===== src/rtl/mem_arbiter_if.sv =====
// mem_arbiter_if: requester-side and RAM-side signal bundle for mem_arbiter.
//   slave  : arbiter view (requests, RAM read data in; grants, read return,
//            RAM controls, range errors out)
//   master : requesters/RAM view (the mirror image)
// Address and data vectors keep the codebase ordering (bit 0 = MSB).
interface mem_arbiter_if #(
  parameter int ADDR_W = 16,
  parameter int DATA_W = 16
);
  logic [1:0]        rd_req;
  logic [0:ADDR_W-1] rd_addr0;
  logic [0:ADDR_W-1] rd_addr1;
  logic [1:0]        rd_gnt;
  logic [1:0]        rd_valid;
  logic [0:DATA_W-1] rd_data;
  logic [1:0]        wr_req;
  logic [0:ADDR_W-1] wr_addr0;
  logic [0:ADDR_W-1] wr_addr1;
  logic [0:DATA_W-1] wr_data0;
  logic [0:DATA_W-1] wr_data1;
  logic [1:0]        wr_gnt;
  logic              mem_read_enable;
  logic [0:ADDR_W-1] mem_read_address;
  logic [0:DATA_W-1] mem_read_data;
  logic              mem_write_enable;
  logic [0:ADDR_W-1] mem_write_address;
  logic [0:DATA_W-1] mem_write_data;
  logic [1:0]        range_err;

  modport slave (
    input  rd_req, rd_addr0, rd_addr1, wr_req, wr_addr0, wr_addr1,
           wr_data0, wr_data1, mem_read_data,
    output rd_gnt, rd_valid, rd_data, wr_gnt, mem_read_enable,
           mem_read_address, mem_write_enable, mem_write_address,
           mem_write_data, range_err
  );

  modport master (
    output rd_req, rd_addr0, rd_addr1, wr_req, wr_addr0, wr_addr1,
           wr_data0, wr_data1, mem_read_data,
    input  rd_gnt, rd_valid, rd_data, wr_gnt, mem_read_enable,
           mem_read_address, mem_write_enable, mem_write_address,
           mem_write_data, range_err
  );
endinterface


===== src/rtl/mem_arbiter.sv =====
// mem_arbiter: shares one sync-read/sync-write dual-port RAM between
// requester 0 (j1 CPU) and requester 1 (DMA/loader). Read and write ports
// are round-robin arbitrated independently; read data returns one cycle
// after the grant with a one-hot rd_valid owner strobe.
// Ports:
//   clk   - system clock
//   reset - asynchronous active-high reset
//   bus   - mem_arbiter_if.slave: requests/grants, read return, RAM side,
//           range_err pulses for accesses at addresses >= MEM_DEPTH
// Optional feature macro: MEM_ARB_WRITE_FORWARD_EN - a same-cycle read and
// write to the same in-range address returns the new write data.
module mem_arbiter #(
  parameter int ADDR_W    = 16,
  parameter int DATA_W    = 16,
  parameter int MEM_DEPTH = 4096
) (
  input  logic          clk,
  input  logic          reset,
  mem_arbiter_if.slave  bus
);

  localparam logic [ADDR_W:0] DEPTH_L = (ADDR_W+1)'(MEM_DEPTH);

  logic              rd_last_q, rd_last_d;
  logic              wr_last_q, wr_last_d;
  logic [1:0]        rd_valid_q, rd_valid_d;
  logic              rd_oor_q, rd_oor_d;
  logic [1:0]        range_err_q, range_err_d;

  logic [1:0]        rd_gnt, wr_gnt;
  logic [0:ADDR_W-1] rd_addr, wr_addr;
  logic [0:DATA_W-1] wr_data;
  logic              rd_inr, wr_inr;

  // Lone requester wins; on contention the one not served last wins.
  function automatic logic [1:0] rr_pick(input logic [1:0] req, input logic last);
    logic [1:0] g;
    g = '0;
    case (req)
      2'b01:   g = 2'b01;
      2'b10:   g = 2'b10;
      2'b11:   g = last ? 2'b01 : 2'b10;
      default: g = '0;
    endcase
    return g;
  endfunction

  always_comb begin
    rd_gnt = '0;
    wr_gnt = '0;
    if (!reset) begin
      rd_gnt = rr_pick(bus.rd_req, rd_last_q);
      wr_gnt = rr_pick(bus.wr_req, wr_last_q);
    end
    rd_addr = rd_gnt[1] ? bus.rd_addr1 : bus.rd_addr0;
    wr_addr = wr_gnt[1] ? bus.wr_addr1 : bus.wr_addr0;
    wr_data = wr_gnt[1] ? bus.wr_data1 : bus.wr_data0;
    rd_inr  = {1'b0, rd_addr} < DEPTH_L;
    wr_inr  = {1'b0, wr_addr} < DEPTH_L;

    bus.rd_gnt            = rd_gnt;
    bus.wr_gnt            = wr_gnt;
    bus.mem_read_enable   = (|rd_gnt) && rd_inr;
    bus.mem_read_address  = rd_addr;
    bus.mem_write_enable  = (|wr_gnt) && wr_inr;
    bus.mem_write_address = wr_addr;
    bus.mem_write_data    = wr_data;

    rd_last_d   = (|rd_gnt) ? rd_gnt[1] : rd_last_q;
    wr_last_d   = (|wr_gnt) ? wr_gnt[1] : wr_last_q;
    rd_valid_d  = rd_gnt;
    rd_oor_d    = !rd_inr;
    range_err_d = (rd_gnt & {2{!rd_inr}}) | (wr_gnt & {2{!wr_inr}});
  end

  always_ff @(posedge clk or posedge reset) begin
    if (reset) begin
      rd_last_q   <= 1'b1;
      wr_last_q   <= 1'b1;
      rd_valid_q  <= '0;
      rd_oor_q    <= 1'b0;
      range_err_q <= '0;
    end else begin
      rd_last_q   <= rd_last_d;
      wr_last_q   <= wr_last_d;
      rd_valid_q  <= rd_valid_d;
      rd_oor_q    <= rd_oor_d;
      range_err_q <= range_err_d;
    end
  end

`ifdef MEM_ARB_WRITE_FORWARD_EN
  logic              fwd_hit_q, fwd_hit_d;
  logic [0:DATA_W-1] fwd_data_q;

  always_comb begin
    fwd_hit_d = bus.mem_read_enable && bus.mem_write_enable && (rd_addr == wr_addr);
  end

  always_ff @(posedge clk or posedge reset) begin
    if (reset) begin
      fwd_hit_q  <= 1'b0;
      fwd_data_q <= '0;
    end else begin
      fwd_hit_q  <= fwd_hit_d;
      fwd_data_q <= wr_data;
    end
  end
`endif

  // Return data is a pass-through of the RAM output, zeroed when no read
  // is being returned or when the returned read was out of range.
  always_comb begin
    bus.rd_data = '0;
    if ((|rd_valid_q) && !rd_oor_q) begin
`ifdef MEM_ARB_WRITE_FORWARD_EN
      bus.rd_data = fwd_hit_q ? fwd_data_q : bus.mem_read_data;
`else
      bus.rd_data = bus.mem_read_data;
`endif
    end
    bus.rd_valid  = rd_valid_q;
    bus.range_err = range_err_q;
  end

endmodule


===== src/flat_wrapper.sv =====
// flat-port wrapper written by rule: the top's interface ports become plain ports
module mem_arbiter_flat 
#(
  parameter int ADDR_W    = 16,
  parameter int DATA_W    = 16,
  parameter int MEM_DEPTH = 4096
)
  (clk, reset, bus_rd_req, bus_rd_addr0, bus_rd_addr1, bus_wr_req, bus_wr_addr0, bus_wr_addr1, bus_wr_data0, bus_wr_data1, bus_mem_read_data, bus_rd_gnt, bus_rd_valid, bus_rd_data, bus_wr_gnt, bus_mem_read_enable, bus_mem_read_address, bus_mem_write_enable, bus_mem_write_address, bus_mem_write_data, bus_range_err);
  mem_arbiter_if #(.ADDR_W(ADDR_W), .DATA_W(DATA_W)) bus_i ();
  input  logic clk;
  input  logic reset;
  input wire logic [$bits(bus_i.rd_req)-1:0] bus_rd_req;
  input wire logic [$bits(bus_i.rd_addr0)-1:0] bus_rd_addr0;
  input wire logic [$bits(bus_i.rd_addr1)-1:0] bus_rd_addr1;
  input wire logic [$bits(bus_i.wr_req)-1:0] bus_wr_req;
  input wire logic [$bits(bus_i.wr_addr0)-1:0] bus_wr_addr0;
  input wire logic [$bits(bus_i.wr_addr1)-1:0] bus_wr_addr1;
  input wire logic [$bits(bus_i.wr_data0)-1:0] bus_wr_data0;
  input wire logic [$bits(bus_i.wr_data1)-1:0] bus_wr_data1;
  input wire logic [$bits(bus_i.mem_read_data)-1:0] bus_mem_read_data;
  output wire logic [$bits(bus_i.rd_gnt)-1:0] bus_rd_gnt;
  output wire logic [$bits(bus_i.rd_valid)-1:0] bus_rd_valid;
  output wire logic [$bits(bus_i.rd_data)-1:0] bus_rd_data;
  output wire logic [$bits(bus_i.wr_gnt)-1:0] bus_wr_gnt;
  output wire logic [$bits(bus_i.mem_read_enable)-1:0] bus_mem_read_enable;
  output wire logic [$bits(bus_i.mem_read_address)-1:0] bus_mem_read_address;
  output wire logic [$bits(bus_i.mem_write_enable)-1:0] bus_mem_write_enable;
  output wire logic [$bits(bus_i.mem_write_address)-1:0] bus_mem_write_address;
  output wire logic [$bits(bus_i.mem_write_data)-1:0] bus_mem_write_data;
  output wire logic [$bits(bus_i.range_err)-1:0] bus_range_err;
  assign bus_i.rd_req = bus_rd_req;
  assign bus_i.rd_addr0 = bus_rd_addr0;
  assign bus_i.rd_addr1 = bus_rd_addr1;
  assign bus_i.wr_req = bus_wr_req;
  assign bus_i.wr_addr0 = bus_wr_addr0;
  assign bus_i.wr_addr1 = bus_wr_addr1;
  assign bus_i.wr_data0 = bus_wr_data0;
  assign bus_i.wr_data1 = bus_wr_data1;
  assign bus_i.mem_read_data = bus_mem_read_data;
  assign bus_rd_gnt = bus_i.rd_gnt;
  assign bus_rd_valid = bus_i.rd_valid;
  assign bus_rd_data = bus_i.rd_data;
  assign bus_wr_gnt = bus_i.wr_gnt;
  assign bus_mem_read_enable = bus_i.mem_read_enable;
  assign bus_mem_read_address = bus_i.mem_read_address;
  assign bus_mem_write_enable = bus_i.mem_write_enable;
  assign bus_mem_write_address = bus_i.mem_write_address;
  assign bus_mem_write_data = bus_i.mem_write_data;
  assign bus_range_err = bus_i.range_err;
  mem_arbiter #(.ADDR_W(ADDR_W), .DATA_W(DATA_W), .MEM_DEPTH(MEM_DEPTH)) u_core (.clk(clk), .reset(reset), .bus(bus_i));
endmodule

===== config.mk =====
export PLATFORM = sky130hd
export DESIGN_NAME = mem_arbiter_flat
export DESIGN_NICKNAME = d
export VERILOG_FILES = /design/src/rtl/mem_arbiter_if.sv /design/src/rtl/mem_arbiter.sv /design/src/flat_wrapper.sv
export SDC_FILE = /design/constraint.sdc
export NUM_CORES = 1
export LEC_CHECK = 0
export ABC_AREA = 1
export BUFFER_PORTS_ARGS = -buffer_cell sky130_fd_sc_hd__buf_2
export CAP_MARGIN = 10
export CORE_AREA = 5 5 72 74
export CTS_BUF_LIST = sky130_fd_sc_hd__clkbuf_2 sky130_fd_sc_hd__clkbuf_4 sky130_fd_sc_hd__clkbuf_8
export DETAILED_ROUTE_END_ITERATION = 7
export DIE_AREA = 0 0 77 79
export PLACE_DENSITY = 0.78
export SETUP_SLACK_MARGIN = 0.3
export SLEW_MARGIN = 40
export SYNTH_ARGS = -nofsm -noshare
export SYNTH_HDL_FRONTEND = slang
export SYNTH_SLANG_ARGS = --single-unit

===== constraint.sdc =====
create_clock -name clk -period 1.2 [get_ports clk]
set_clock_uncertainty 0.05 [all_clocks]
set_input_delay 0.06 -clock clk [delete_from_list [all_inputs] [get_ports clk]]
set_output_delay 0.06 -clock clk [all_outputs]
set_load 0.02 [all_outputs]

# [Yosys cells after proc, flatten, opt, wreduce, memory -nomap -nowiden]
# Cells that the tools add are included.
[word_totals] regBits=7 wordCells=35
[classes] order_cmp=2 eq_ne=6 muxes=10 bitwise_logic=3 reduce_logical=9
[ops] operator="$mux W16" n=4
[ops] operator="$lt A16 B13 Y1 const B" n=2
[ops] operator="$pmux W2 S3" n=2
[ops] operator="$eq A2 B2 Y1 const B" n=4
[ops] operator="$mux W2" n=4
[ops] operator="$reduce_or A2 Y1" n=3
[ops] operator="$and A2 B2 Y2" n=2
[ops] operator="$eq A2 B1 Y1 const B" n=2
[ops] operator="$logic_and A1 B1 Y1" n=3
[ops] operator="$logic_not A1 Y1" n=3
[ops] operator="$or A2 B2 Y2" n=1

# [Logic depth before layout (Yosys ltp)]
# Gate-level depths: netlist of run 1.
[logic_depth] ltp_word=8 mapped_depth=8 ltp_nobuf=8

# [Least setup slack after synthesis of run 1]
# Ideal clock, no wire load.
[synth_path] path_type="register to output" from="reg u_core.rd_last_q" to="out bus_mem_read_enable" arrival_ns=1.432 required_ns=1.090 path_slack_ns=-0.342 stages_incl_launch_ff=5 cell_sequence="dfstp_2 inv_1 a21oi_1 nor2_1 nor2_1"
[synth_rtl] item="start, declared" line="mem_arbiter.sv:24" source="logic rd_last_q, rd_last_d;"
[synth_rtl] item="start signal, assigned" line="mem_arbiter.sv:84" source="rd_last_q <= rd_last_d;"
[synth_rtl] item="$mux W2" line="mem_arbiter.sv:42" source="2'b11: g = last ? 2'b01 : 2'b10;"
[synth_rtl] item="$pmux W2 S3" line="mem_arbiter.sv:39" source="case (req)"
[synth_rtl] item="$mux W2" line="mem_arbiter.sv:51" source="if (!reset) begin"
[synth_rtl] item="via bus_rd_gnt[0]" line="flat_wrapper.sv:21" source="output wire logic [$bits(bus_i.rd_gnt)-1:0] bus_rd_gnt;"
[synth_rtl] item="$reduce_or A2 Y1" line="mem_arbiter.sv:63" source="bus.mem_read_enable = (|rd_gnt) && rd_inr;"
[synth_rtl] item="$logic_and A1 B1 Y1" line="mem_arbiter.sv:63"
[synth_rtl] item="end, declared" line="flat_wrapper.sv:25" source="output wire logic [$bits(bus_i.mem_read_enable)-1:0] bus_mem_read_enable;"
# The timed path passes the listed nets, and every way through them passes these cells.

# [Worst setup path in the final report of run 1]
[layout_path] from="reg u_core.rd_last_q" to="out bus_mem_read_address[4]"
[layout_via] elab_chain_cells=4
[layout_lines] item="$mux W2" line="mem_arbiter.sv:42"
[layout_lines] item="$pmux W2 S3" line="mem_arbiter.sv:39"
[layout_lines] item="$mux W2" line="mem_arbiter.sv:51"
[layout_lines] item="$mux W16" line="mem_arbiter.sv:55" source="rd_addr = rd_gnt[1] ? bus.rd_addr1 : bus.rd_addr0;"
[layout_lines] item="end, declared" line="flat_wrapper.sv:26" source="output wire logic [$bits(bus_i.mem_read_address)-1:0] bus_mem_read_address;"
# Every way passes these cells.

==> results of run 1 <==
[stage by stage]
stage | worst slack, ns | instance area (um^2)
final | -0.431 | 3320
after global routing | -0.486 | 3320
after CTS | -0.402 | 3020
after detailed placement | -0.215 | 2540
after global placement | -0.185 | 2540
after floorplan | -0.0797 | 1490
[cell usage in the layout, fill, tap and decap left out]
cell / count
nand2_1: 67
inv_4: 2
dfrtp_2: 2
dlymetal6s4s_1: 1
dfrtp_1: 3
buf_4: 28
a21oi_4: 2
clkbuf_8: 3
inv_2: 2
nor2_1: 1
clkbuf_16: 2
nand2_4: 27
buf_12: 4
inv_6: 1
nand4_1: 8
buf_2: 123
inv_1: 16
o21ai_1: 1
nand2_2: 54
clkbuf_4: 1
buf_6: 57
o21ai_2: 1
nor2_2: 2
nor2_4: 21
nand3_4: 2
buf_8: 2
o21bai_4: 1
dfstp_2: 2
[final cells by class]
type	count	area (um^2)	area share, %
Clock buffer	4	48.8	1.47
Inverter	21	88.8	2.67
Multi-Input combinational cell	187	1300	39.0
Sequential cell	7	180	5.42
Tap cell	54	67.6	2.03
Timing Repair Buffer	217	1640	49.4
[flip-flops by register name, indices dropped and copies added (netlist names)]
register	cells
u_core.rd_last_q	1
u_core.bus.range_err	2
u_core.wr_last_q	1
u_core.bus.rd_valid	2
u_core.rd_oor_q	1
[routing by layer]
layer | part of all wire [%] | up-vias
met1 | 36 | 961
met2 | 56 | 88
met5 | 0 | -
met3 | 5.8 | 10
li1 | - | 1096
met4 | 2.1 | 0
[cells by family after synthesis]
| family | share of synthesized area, % |
|---|---|
| AOI/OAI and AO/OA | 2.88 |
| buffers and inverters | 13.0 |
| DFF | 16.4 |
| and+or+nand+nor | 67.7 |
[worst max-delay path: stages (launching register included)]
cell	delay (ns)
dfstp_2	0.55
nand2_4	0.07
nand3_4	0.19
inv_6	0.07
clkbuf_16	0.17
nand2_4	0.06
nand2_2	0.04
buf_6	0.12
[power by group through the flow]
stage	Sequential [W]	Combinational, W	Clock [W]
2_1_floorplan	0.000315	0.000696	0
3_3_place_gp	0.000299	0.00114	0
3_5_place_dp	0.000301	0.00115	0
4_1_cts	0.000299	0.00137	0.000360
5_1_grt	0.000304	0.00166	0.000370
6_report	0.000300	0.00155	0.000358
[repair_timing]
item,in CTS,in global routing
gates resized for setup,121,67
hold buffers,1,0
gates cloned,1,1
pin swaps,10,8
endpoints found under the hold margin,5,0
buffers inserted,7,6
setup endpoints to repair,79,84
[path summary, 6_finish.rpt]
path	slack [ns]	cells after the start	endpoint
hold reg to reg	0.56	3	u_core.rd_last_q
hold / removal	0.08	3	u_core.rd_last_q
max in group asynchronous	0.72	4	u_core.bus.rd_valid[0]
setup / recovery	-0.43	7	bus_mem_read_address[4]
setup reg to reg	-0.33	10	u_core.bus.range_err[1]
min in group clk	0.30	5	u_core.bus.range_err[1]
==> results.cfg, run 1 <==
[placed_design]
hpwl_um = 4720
globalplace.congestion = 0.736
post-place-cells = 470
io_buffers = 191

[critical_path]
critPathLaunch = u_core.rd_last_q
critPathKind = reg -> out
start_kind = register
timing.rr.start = u_core.rd_last_q
worstPathArrival_ns = 1.52
end_kind = primary output
crit_fanout = 6
crit_required_ns = 1.09

[global_routing]
grt_max_degree = 30
use_met3_pct = 2.27
grt_pass1_wl_um = 9830
grt-busiest-layer = met2
track_usage_pct = 19.1
grtUsageMet2_pct = 36.4
gr-usage-met1_pct = 22.1
antenna_found_initial = 0
grt_pass1_vias = 2181
grt_overflow = 0

[die]
rows = 25
start_util_pct = 23.9
die_h_um = 79
fp.dieW_um = 77
ioPinCount = 192
core_um2 = 4540
die-area_um2 = 6080

[synthesis]
yosysWarningCount = 0
syn_area_per_cell_um2 = 4.83
synth_most_common_cell = nand2_1
syn_inst = 225
yosysSeqAreaShare_pct = 16.4
synth-seq-cells = 7
synth_edf_count = 0
netlist_area_um2 = 1090
async_flop_share_pct = 100
syn-num-nets = 343
synth_ff_type = dfrtp_1
ys_top_cells_by_count = 145 x nand2_1, 22 x nor2_1, 20 x inv_1
synth_top_cell_by_area = nand2_1
synth_top_area_share_pct = 50.1
synth_cell_types = 19
synth_area_leaders = nand2_1 50%, dfrtp_1 12%, nor2_1 7.6%, inv_1 6.9%, dfstp_2 4.8%

[min_path]
hp-class = in -> async

[cts]
cts_htree_levels = 1
cts-root-buf = clkbuf_8
cts_sinks = 7
cts_made_buffers = 3
clk_latency_ns = 0.23
clkTransAtPathRegs_ns = 0.04
cts_tree = yes
clockBufferDepth = 2

[pwr]
pwr-share-comb_pct = 70.2
power_w = 0.00220
pwr-share-seq_pct = 13.6
p_per_area_nw_per_um2 = 663
p_switching_w = 0.000945
clkPwrFrac_pct = 16.2
swShare_pct = 42.9
p_int_w = 0.00126
vdd_drop_max_mv = 0.498
power_leakage_nw = 1.92

[route]
drt-pass1-iter-count = 4
wl_um = 6730
wl_per_cell_um = 13.7
postRouteAntennaNets = 0
drc_errors = 0
viasPerCell = 4.40
num_vias = 2155
dr.first_iter.drc_count = 40

[sta]
hold_violations = 0
setup_viol = 76
relSlewSlack_pct = 84.2
rsz0062_at_grt = yes
fmaxAchievable_mhz = 613
hold_slack_ns = 0.0782
min_period_ns = 1.63
min_period_over_period_pct = 136
finalSetupTns_ns = -23.29
drv_slew = 0
final.setup.worst_slack_ns = -0.431
worst-slew-pin-transition_ns = 0.236

[status]
violations = setup timing
outcome = complete, but fails checks

[layout]
nFillCells = 341
antenna_cells = 0
instances_no_fill = 490
design.final.nets = 555
layout-drive-gt1-share_pct = 77.8
area_delta_synth_final_pct = 206
post-route-util_pct = 73.2

[run]
drv_cap = 0
No activity file was read; power rests on OpenSTA's default activity.
==> inputs of run 2 (changes only) <==
--- a/config.mk
+++ b/config.mk
@@ -8,11 +8,11 @@
 export ABC_AREA = 1
 export BUFFER_PORTS_ARGS = -buffer_cell sky130_fd_sc_hd__buf_2
 export CAP_MARGIN = 10
-export CORE_AREA = 5 5 72 74
+export CORE_AREA = 2 2 73 75
 export CTS_BUF_LIST = sky130_fd_sc_hd__clkbuf_2 sky130_fd_sc_hd__clkbuf_4 sky130_fd_sc_hd__clkbuf_8
 export DETAILED_ROUTE_END_ITERATION = 7
-export DIE_AREA = 0 0 77 79
-export PLACE_DENSITY = 0.78
+export DIE_AREA = 0 0 75 77
+export PLACE_DENSITY = 0.71
 export SETUP_SLACK_MARGIN = 0.3
 export SLEW_MARGIN = 40
 export SYNTH_ARGS = -nofsm -noshare
==> run 2 against run 1 <==
The flow still finishes with violations (setup timing). First-iteration DRC count is 5.0% higher. Utilization is 0.61 points higher. Sequential power hardly changed. Flip-flop and latch count stayed put. Critical path type unchanged.
==> results.cfg, run 2 (synthesis results as in run 1) <==
[status]
outcome = complete, but fails checks
violations = setup timing

[route]
drt-pass1-iter-count = 5
viasPerCell = 4.42
num_vias = 2265
postRouteAntennaNets = 0
wl_per_cell_um = 14.1
dr.first_iter.drc_count = 42
wl_um = 7250
drc_errors = 0

[critical_path]
cpMostUsedCell = nand2_4
end_kind = primary output
crit_required_ns = 1.09
start_kind = register
cpMaxStageDelayCell = dfstp_2
max_stage_delay_ns = 0.55
worstPathArrival_ns = 1.54
crit_fanout = 5
critPathKind = reg -> out
worstPathCellList = nand2_4 > nand3_4 > buf_12 > nand2_4 > nand2_4 > nor2_4 > nand2_2 > nor2_4 > buf_6

[sta]
hold_violations = 0
rsz0062_at_grt = yes
min_period_over_period_pct = 137
worst-slew-pin-transition_ns = 0.219
finalSetupTns_ns = -22.52
relSlewSlack_pct = 85.3
fmaxAchievable_mhz = 606
drv_slew = 0
setup_viol = 74
final.setup.worst_slack_ns = -0.449
min_period_ns = 1.65

[cts]
cts_made_buffers = 3
clockBufferDepth = 2
cts-root-buf = clkbuf_8
clkTransAtPathRegs_ns = 0.04
cts_tree = yes
clk_latency_ns = 0.23
cts_sinks = 7
cts_htree_levels = 1

[layout]
final_common_cell = buf_2
multi_input_area_um2 = 1440
layout_common_cells = 124 x buf_2, 73 x buf_6, 55 x nand2_2
post-route-util_pct = 73.9
seq_area_um2 = 180
area_delta_synth_final_pct = 238
instances_no_fill = 513
design.final.nets = 562
nFillCells = 380
antenna_cells = 0
layout-drive-gt1-share_pct = 81.5

[global_routing]
track_usage_pct = 19.4
use_met3_pct = 3.29
grt_pass1_vias = 2148
grtUsageMet2_pct = 35.3
grt_overflow = 0
grt_pass1_wl_um = 9030
gr-usage-met1_pct = 21.4
grt_max_degree = 30
grt-busiest-layer = met2
antenna_found_initial = 0

[pwr]
clkPwrFrac_pct = 15.3
p_switching_w = 0.00102
power_leakage_nw = 2.07
pwr-share-comb_pct = 72.1
power_w = 0.00237
swShare_pct = 43.2
vdd_drop_max_mv = 0.518
p_int_w = 0.00135
pwr-share-seq_pct = 12.6
p_per_area_nw_per_um2 = 645

[die]
die-area_um2 = 5780
ioPinCount = 192
start_util_pct = 21.8
rows = 26
core_um2 = 4980
die_h_um = 77
fp.dieW_um = 75

[run]
drv_cap = 0

[min_path]
hp-class = in -> async

[placed_design]
io_buffers = 191
globalplace.congestion = 0.764
post-place-cells = 488
hpwl_um = 4460
## run 2: cell types whose count changed in the layout (fill, tap and decap cells not counted), moves of 3 or more
cell       previous run  this run
buf_6                57        73
clkbuf_16             2         5
nand2_4              27        46
nand2_1              67        47
buf_4                28        12
## run 2: worst max-delay path, delay by kind of cell, from the launching register on
| kind | cells | cell delay [ns] |
|---|---|---|
| DFF | 1 | 0.55 |
| buffers and inverters | 2 | 0.27 |
| and+or+nand+nor | 7 | 0.49 |
## run 2: path summary, 6_finish.rpt
check	from	depth (start not counted)	slack [ns]	endpoint
min in group clk	bus_wr_req[0]	5	0.22	u_core.bus.range_err[0]
worst min-delay path	reset	3	0.05	u_core.wr_last_q
max in group asynchronous	reset	4	0.39	u_core.bus.rd_valid[0]
worst max register to register	u_core.rd_last_q	11	-0.37	u_core.bus.range_err[0]
worst min register to register	u_core.wr_last_q	2	0.53	u_core.wr_last_q
worst max-delay path	u_core.rd_last_q	9	-0.45	bus_mem_read_enable
## run 2: cell type report
cell class / instances / area share, %
inverters: 21 / 2.48
repair buffers: 223 / 49.8
multi-input cells: 188 / 39.1
clock buffers: 4 / 1.33
flip-flops and latches: 7 / 4.90
well taps: 70 / 2.38
## run 2: power groups by stage
| stage | registers [W] | logic (W) | clock network [W] |
|---|---|---|---|
| after floorplan | 0.000315 | 0.000696 | 0 |
| after global placement | 0.000301 | 0.00115 | 0 |
| after detailed placement | 0.000302 | 0.00116 | 0 |
| after CTS | 0.000299 | 0.00136 | 0.000362 |
| after global routing | 0.000301 | 0.00182 | 0.000380 |
| final | 0.000298 | 0.00171 | 0.000364 |
## run 2: layer usage
metal,vias up,part of all wire (%)
met5,-,0
met4,0,2.1
met3,20,6.7
met2,117,55
met1,1017,36
li1,1111,-
## run 2: stage by stage
| stage | hold WS (ns) | setup WS, ns | cell area [um^2] |
|---|---|---|---|
| final | 0.0523 | -0.449 | 3680 |
| after global routing | 0.0664 | -0.509 | 3680 |
| after CTS | 0.0121 | -0.428 | 3070 |
| after detailed placement | 0.112 | -0.239 | 2570 |
| after global placement | 0.108 | -0.203 | 2570 |
| after floorplan | -0.0530 | -0.0797 | 1490 |
## run 2: timing repair
action                     in CTS  in global routing
pin swaps                       9                 15
hold buffers                    1                  0
setup endpoints to repair      79                 79
resized for setup             106                129
cloned                          2                  6
setup buffers                   7                  5
hold endpoints to repair        5                  0
